--- src/rtl/dff_shift_bank_if.sv ---
// dff_shift_bank_if: control, data and status bundle for dff_shift_bank
interface dff_shift_bank_if #(
    parameter int WIDTH = 8,
    parameter int CW = $clog2(WIDTH + 1)
);
    logic             clr, set, en, start, sin, sout, busy, done;
    logic [1:0]       mode;
    logic [WIDTH-1:0] d, q;
    logic [CW-1:0]    count;
    modport master(output clr, set, en, mode, d, sin, start, count, input q, sout, busy, done);
    modport slave(input clr, set, en, mode, d, sin, start, count, output q, sout, busy, done);
endinterface

--- src/rtl/dff_shift_bank.sv ---
// dff_shift_bank: shift/load register with single-step ops and counted burst shifts
module dff_shift_bank #(
    parameter int               WIDTH   = 8,
    parameter logic [WIDTH-1:0] RST_VAL = '0,
    parameter bit               ROTATE  = 1'b0,
    parameter int               CW      = $clog2(WIDTH + 1)
) (
    input logic             clk,
    input logic             rst,
    dff_shift_bank_if.slave bus
);
    typedef enum logic {IDLE, BURST} state_t;
    state_t           state, state_d;
    logic [WIDTH-1:0] q, q_d, shr, shl;
    logic [CW-1:0]    rem, rem_d;
    logic             dir, dir_d, done, done_d, accept, left;
    assign shr    = {ROTATE ? q[0] : bus.sin, q[WIDTH-1:1]};
    assign shl    = {q[WIDTH-2:0], ROTATE ? q[WIDTH-1] : bus.sin};
    assign accept = state == IDLE && bus.start && bus.mode[1] != bus.mode[0] && bus.count != '0;
    // dir latches left (1) or right (0) for the whole burst
    assign left     = state == BURST ? dir : bus.mode == 2'b10;
    assign bus.q    = q;
    assign bus.sout = left ? q[WIDTH-1] : q[0];
    assign bus.busy = state == BURST;
    assign bus.done = done;
    always_comb begin
        state_d = state;
        q_d     = q;
        rem_d   = rem;
        dir_d   = dir;
        done_d  = 1'b0;
        if (bus.clr || bus.set) begin
            state_d = IDLE;
            rem_d   = '0;
            q_d     = {WIDTH{~bus.clr}};
        end else if (state == BURST) begin
            q_d   = dir ? shl : shr;
            rem_d = rem - CW'(1);
            if (rem == CW'(1)) begin
                state_d = IDLE;
                done_d  = 1'b1;
            end
        end else if (accept) begin
            state_d = BURST;
            dir_d   = bus.mode[1];
            rem_d   = bus.count > CW'(WIDTH) ? CW'(WIDTH) : bus.count;
        end else if (bus.en) begin
            q_d = bus.mode == 2'b11 ? bus.d : bus.mode == 2'b10 ? shl : bus.mode == 2'b01 ? shr : q;
        end
    end
    always_ff @(posedge clk or negedge rst) begin
        if (!rst) begin
            state <= IDLE;
            q     <= RST_VAL;
            rem   <= '0;
            dir   <= 1'b0;
            done  <= 1'b0;
        end else begin
            state <= state_d;
            q     <= q_d;
            rem   <= rem_d;
            dir   <= dir_d;
            done  <= done_d;
        end
    end
endmodule
--- src/flat_wrapper.sv ---
// flat-port wrapper written by rule: the top's interface ports become plain ports
module dff_shift_bank_flat 
#(
    parameter int               WIDTH   = 8,
    parameter logic [WIDTH-1:0] RST_VAL = '0,
    parameter bit               ROTATE  = 1'b0,
    parameter int               CW      = $clog2(WIDTH + 1)
)
  (clk, rst, bus_clr, bus_set, bus_en, bus_mode, bus_d, bus_sin, bus_start, bus_count, bus_q, bus_sout, bus_busy, bus_done);
  dff_shift_bank_if #(.WIDTH(WIDTH), .CW(CW)) bus_i ();
  input logic clk;
  input logic rst;
  input wire logic [$bits(bus_i.clr)-1:0] bus_clr;
  input wire logic [$bits(bus_i.set)-1:0] bus_set;
  input wire logic [$bits(bus_i.en)-1:0] bus_en;
  input wire logic [$bits(bus_i.mode)-1:0] bus_mode;
  input wire logic [$bits(bus_i.d)-1:0] bus_d;
  input wire logic [$bits(bus_i.sin)-1:0] bus_sin;
  input wire logic [$bits(bus_i.start)-1:0] bus_start;
  input wire logic [$bits(bus_i.count)-1:0] bus_count;
  output wire logic [$bits(bus_i.q)-1:0] bus_q;
  output wire logic [$bits(bus_i.sout)-1:0] bus_sout;
  output wire logic [$bits(bus_i.busy)-1:0] bus_busy;
  output wire logic [$bits(bus_i.done)-1:0] bus_done;
  assign bus_i.clr = bus_clr;
  assign bus_i.set = bus_set;
  assign bus_i.en = bus_en;
  assign bus_i.mode = bus_mode;
  assign bus_i.d = bus_d;
  assign bus_i.sin = bus_sin;
  assign bus_i.start = bus_start;
  assign bus_i.count = bus_count;
  assign bus_q = bus_i.q;
  assign bus_sout = bus_i.sout;
  assign bus_busy = bus_i.busy;
  assign bus_done = bus_i.done;
  dff_shift_bank #(.WIDTH(WIDTH), .RST_VAL(RST_VAL), .ROTATE(ROTATE), .CW(CW)) u_core (.clk(clk), .rst(rst), .bus(bus_i));
endmodule
--- config.mk ---
export PLATFORM = sky130hd
export DESIGN_NAME = dff_shift_bank_flat
export DESIGN_NICKNAME = d
export VERILOG_FILES = /design/src/rtl/dff_shift_bank_if.sv /design/src/rtl/dff_shift_bank.sv /design/src/flat_wrapper.sv
export SDC_FILE = /design/constraint.sdc
export NUM_CORES = 1
export LEC_CHECK = 0
export BUFFER_PORTS_ARGS = -buffer_cell sky130_fd_sc_hd__buf_2
export CORE_MARGIN = 10
export CORE_UTILIZATION = 35
export CTS_CLUSTER_SIZE = 30
export DETAILED_ROUTE_END_ITERATION = 10
export PLACE_DENSITY = 0.65
export SYNTH_ARGS = -nofsm -noshare
export SYNTH_HDL_FRONTEND = slang
export SYNTH_SLANG_ARGS = --single-unit
--- constraint.sdc ---
create_clock -name clk -period 2.67 [get_ports clk]
set_clock_uncertainty 0.15 [all_clocks]
set_input_delay 0.534 -clock clk [delete_from_list [all_inputs] [get_ports clk]]
set_output_delay 0.534 -clock clk [all_outputs]
set_load 0.05 [all_outputs]
==> out/summary.md <==
The average instance in the mapped netlist occupies 10.10 um2. The global placer's final weighted congestion came out at 0.8229. At the pin with the least slew margin, the transition time is 0.5189 ns.

Clock tree synthesis inserted a total of 3 buffers. Mean number of vias per cell: 5.199. The fraction of the cycle the final worst path needs works out to 0.8589.

The synthesized design contains 0 enable-type register cells. Number of buffers inserted by port buffering: 31. TritonCTS built the clock tree. The worst hold-check path type is in2reg. The analysis attributes to cell leakage a power of 0.6449 nW. During I/O placement, the number of pins put on the boundary was 32. CTS saw 15 sinks. The die height works out to 77.60 um. The clock transition time at the flip-flop clock pins of the worst setup and hold paths came out at 0.09 ns. In this run the cell area of the synthesized design comes to 1161 um2. The tools report the number of buffers inserted to repair setup after CTS as 0. The longest clock path from root to sink contains 2 buffers.

The tree is rooted in a sky130_fd_sc_hd__clkbuf_4. The via count of the first global-routing pass was 1046; the number of nets in the layout was 173. For this run, the top clock speed supported by timing is 436.1 MHz.

In the post-synthesis netlist, the biggest area contributors are sky130_fd_sc_hd__dfrtp_1 (32%), sky130_fd_sc_hd__mux2_2 (16%), sky130_fd_sc_hd__mux2i_1 (7.8%). In this run the remaining antenna-violating nets after routing total 0. In this run the horizontal extent of the chip is 77.60 um. Of all nets on the critical path, the largest fanout is 17.

The count of yosys warnings during synthesis was 0. Summed over all layers, the routed wires come to 3.013 mm. The length of the first detailed-routing pass in iterations was 4; the first-pass GRT wire length was 5.009 mm. The worst setup path is launched from a register. The run gives 0.3233 as the proportion of synthesized chip area in sequential cells. Across the run, the number of max-cap violations was 0.

Total of hold buffers inserted after clock tree synthesis: 1. The netlist uses 31 different library cells. The maximum number of pins on one net before global-route repair is 18, and the global-route congestion overflow total is 0. The tools report the largest vdd supply drop as 0.2245 mV. For this run, design rule violations remaining after detail routing come to 0. The run gives 20 as the count of standard-cell rows.

The share of cells above drive strength 1 was 0.4150. After technology mapping, the gate count stands at 115. The overall routing resource usage was 0.09939; the combined area of the multi-input logic cells was 719.4 um2.

The run gives 1 as the total number of H-tree levels. The element type at the critical path end is a primary output. For the final core utilization, the log shows 0.4484. Setup violations remaining at the end of the flow were counted as 0. The source-to-sink clock delay at the later pin of the worst-skew pair is 0.29 ns.

The count of routing violations after the opening detailed-route iteration was 31. The most frequently used flop master after synthesis is sky130_fd_sc_hd__dfrtp_1. For the finished layout, the period the worst path requires is 2.293 ns. The post-synthesis async set-or-reset flop share was 1.000. The largest total area in the synthesized netlist belongs to sky130_fd_sc_hd__dfrtp_1.

Ranked by instance count, the synthesized netlist is headed by sky130_fd_sc_hd__mux2_2 (17), sky130_fd_sc_hd__dfrtp_1 (15), sky130_fd_sc_hd__a21oi_1 (9), sky130_fd_sc_hd__mux2i_1 (9). After clock tree synthesis, the repair step resized 0 gates. The worst-case headroom to the max-slew limit came out at 0.6529. In this run the standard cell core region covers 3103 um2. For the via count of the routed design, the log shows 993.

For the worst setup path, the data arrival time is 1.61 ns. Setup repair after global routing left no endpoint under its margin. At the worst endpoint, the required time is 1.99 ns. Synthesis inferred 15 register bits.

The HPWL after detailed placement was 2.360 mm. Category of the critical setup timing path: reg2out. From synthesis to final layout, the design area changed by 19.83%. For the number of max-slew violations in the final report, the log shows 0. The number of filler cells placed in the layout is 331, and the number of antenna diodes is 0.

Most frequent cell after synthesis: sky130_fd_sc_hd__mux2_2. The fraction of post-synthesis cell area in the top cell type by area is 0.3233, and the synthesized net count is 140. The logs give 0 ns for the sum of negative setup slack and 6021 um2 for the die area.

The flow ran to the end, and the final reports show no timing, DRC or antenna violations. After detailed routing, the average wire length per cell comes to 15.77 um. In this run the power density over the cells is 505.4 nW/um2. The run gives 375.4 um2 as the flip-flop and latch area. The run gives 0.3742 as the initial core utilization. The tools report the final hold violation count as 0.

Number of antenna violations at the first check in global routing: 0.
==> per-stage QoR <==
step / hold slack, ns / worst slack (ns) / std cells / power, mW / area [um2]
after floorplan: 0.08841 / 0.4235 / 115 / 0.5000 / 1161
after global placement: 0.3092 / 0.4028 / 186 / 0.5679 / 1354
after detailed placement: 0.3071 / 0.3507 / 186 / 0.5776 / 1354
after CTS: 0.3506 / 0.3552 / 191 / 0.7104 / 1391
after global routing: 0.3515 / 0.2690 / 191 / 0.7451 / 1391
final: 0.3516 / 0.3767 / 191 / 0.7032 / 1391
==> per-layer routing <==
layer / vias up / global-route usage / part of all wire
li1: 490 / - / -
met1: 467 / 0.1143 / 0.43
met2: 32 / 0.1700 / 0.49
met3: 4 / 0.03456 / 0.061
met4: 0 / 0.02737 / 0.0090
met5: - / 0 / 0
==> power by group <==
group | total, mW | leakage (nW) | switching (mW) | internal [mW]
Sequential | 0.293 | 0.196 | 0.0426 | 0.250
Clock | 0.132 | 0.0177 | 0.0767 | 0.0557
Combinational | 0.278 | 0.431 | 0.157 | 0.122
Total | 0.703 | 0.645 | 0.276 | 0.427
==> state kept, by name (all words and copies together) (netlist names) <==
register         flops
u_core.bus.busy      1
u_core.bus.done      1
u_core.dir           1
u_core.rem           4
u_core.bus.q         8
==> layout by cell type (no fill, tap or decap), drive strengths merged, types with 2 or more instances in the layout <==
master,synthesis,routed
ha,4,4
nor2,5,5
a31oi,2,2
dfrtp,15,15
buf,4,35
inv,5,5
a21oi,9,9
clkbuf,4,3
a22o,8,8
nand2b,2,2
mux2i,9,9
nand2,5,5
a211oi,2,2
mux2,18,18
nor3,2,2
o21ai,9,9
==> logic make-up after synthesis <==
kind of cell,Yosys count,share of synthesized area
muxes,27,0.2522
xor gates and xnor gates,1,0.007544
DFF,15,0.3233
AOI/OAI and AO/OA,35,0.2198
buffers and inverters,13,0.05711
and+or+nand+nor,20,0.09699
adders and majority gates,4,0.04311
==> worst max-delay path, cell delays in order, from the launching register on <==
cell and delay [ns]:
sky130_fd_sc_hd__dfrtp_1 0.35, sky130_fd_sc_hd__buf_4 0.20, sky130_fd_sc_hd__mux2i_1 0.21, sky130_fd_sc_hd__mux2_2 0.35
sky130_fd_sc_hd__buf_2 0.21
==> worst paths after layout <==
check / start / to / slack [ns] / depth (start not counted)
setup / recovery: u_core.bus.busy$_DFF_PN0_ / bus_sout / 0.38 / 4
hold / removal: bus_mode[1] / u_core.dir$_DFFE_PN0P_ / 0.35 / 2
setup reg to reg: u_core.bus.busy$_DFF_PN0_ / u_core.bus.q[7]$_DFFE_PN0P_ / 0.78 / 5
hold reg to reg: u_core.bus.q[0]$_DFFE_PN0P_ / u_core.bus.q[0]$_DFFE_PN0P_ / 0.44 / 1
max in group asynchronous: rst / u_core.rem[1]$_DFFE_PN0P_ / 1.56 / 2
min in group asynchronous: rst / u_core.bus.q[1]$_DFFE_PN0P_ / 0.55 / 2
==> final cells by class <==
type                    count  area share
repair buffers             36      0.1403
multi-input cells          87      0.5171
flip-flops and latches     15      0.2698
clock inverters             1    0.003597
well taps                  44     0.03957
inverters                   5     0.01349
clock buffers               3     0.01619
(Power assumes the default switching activity.)
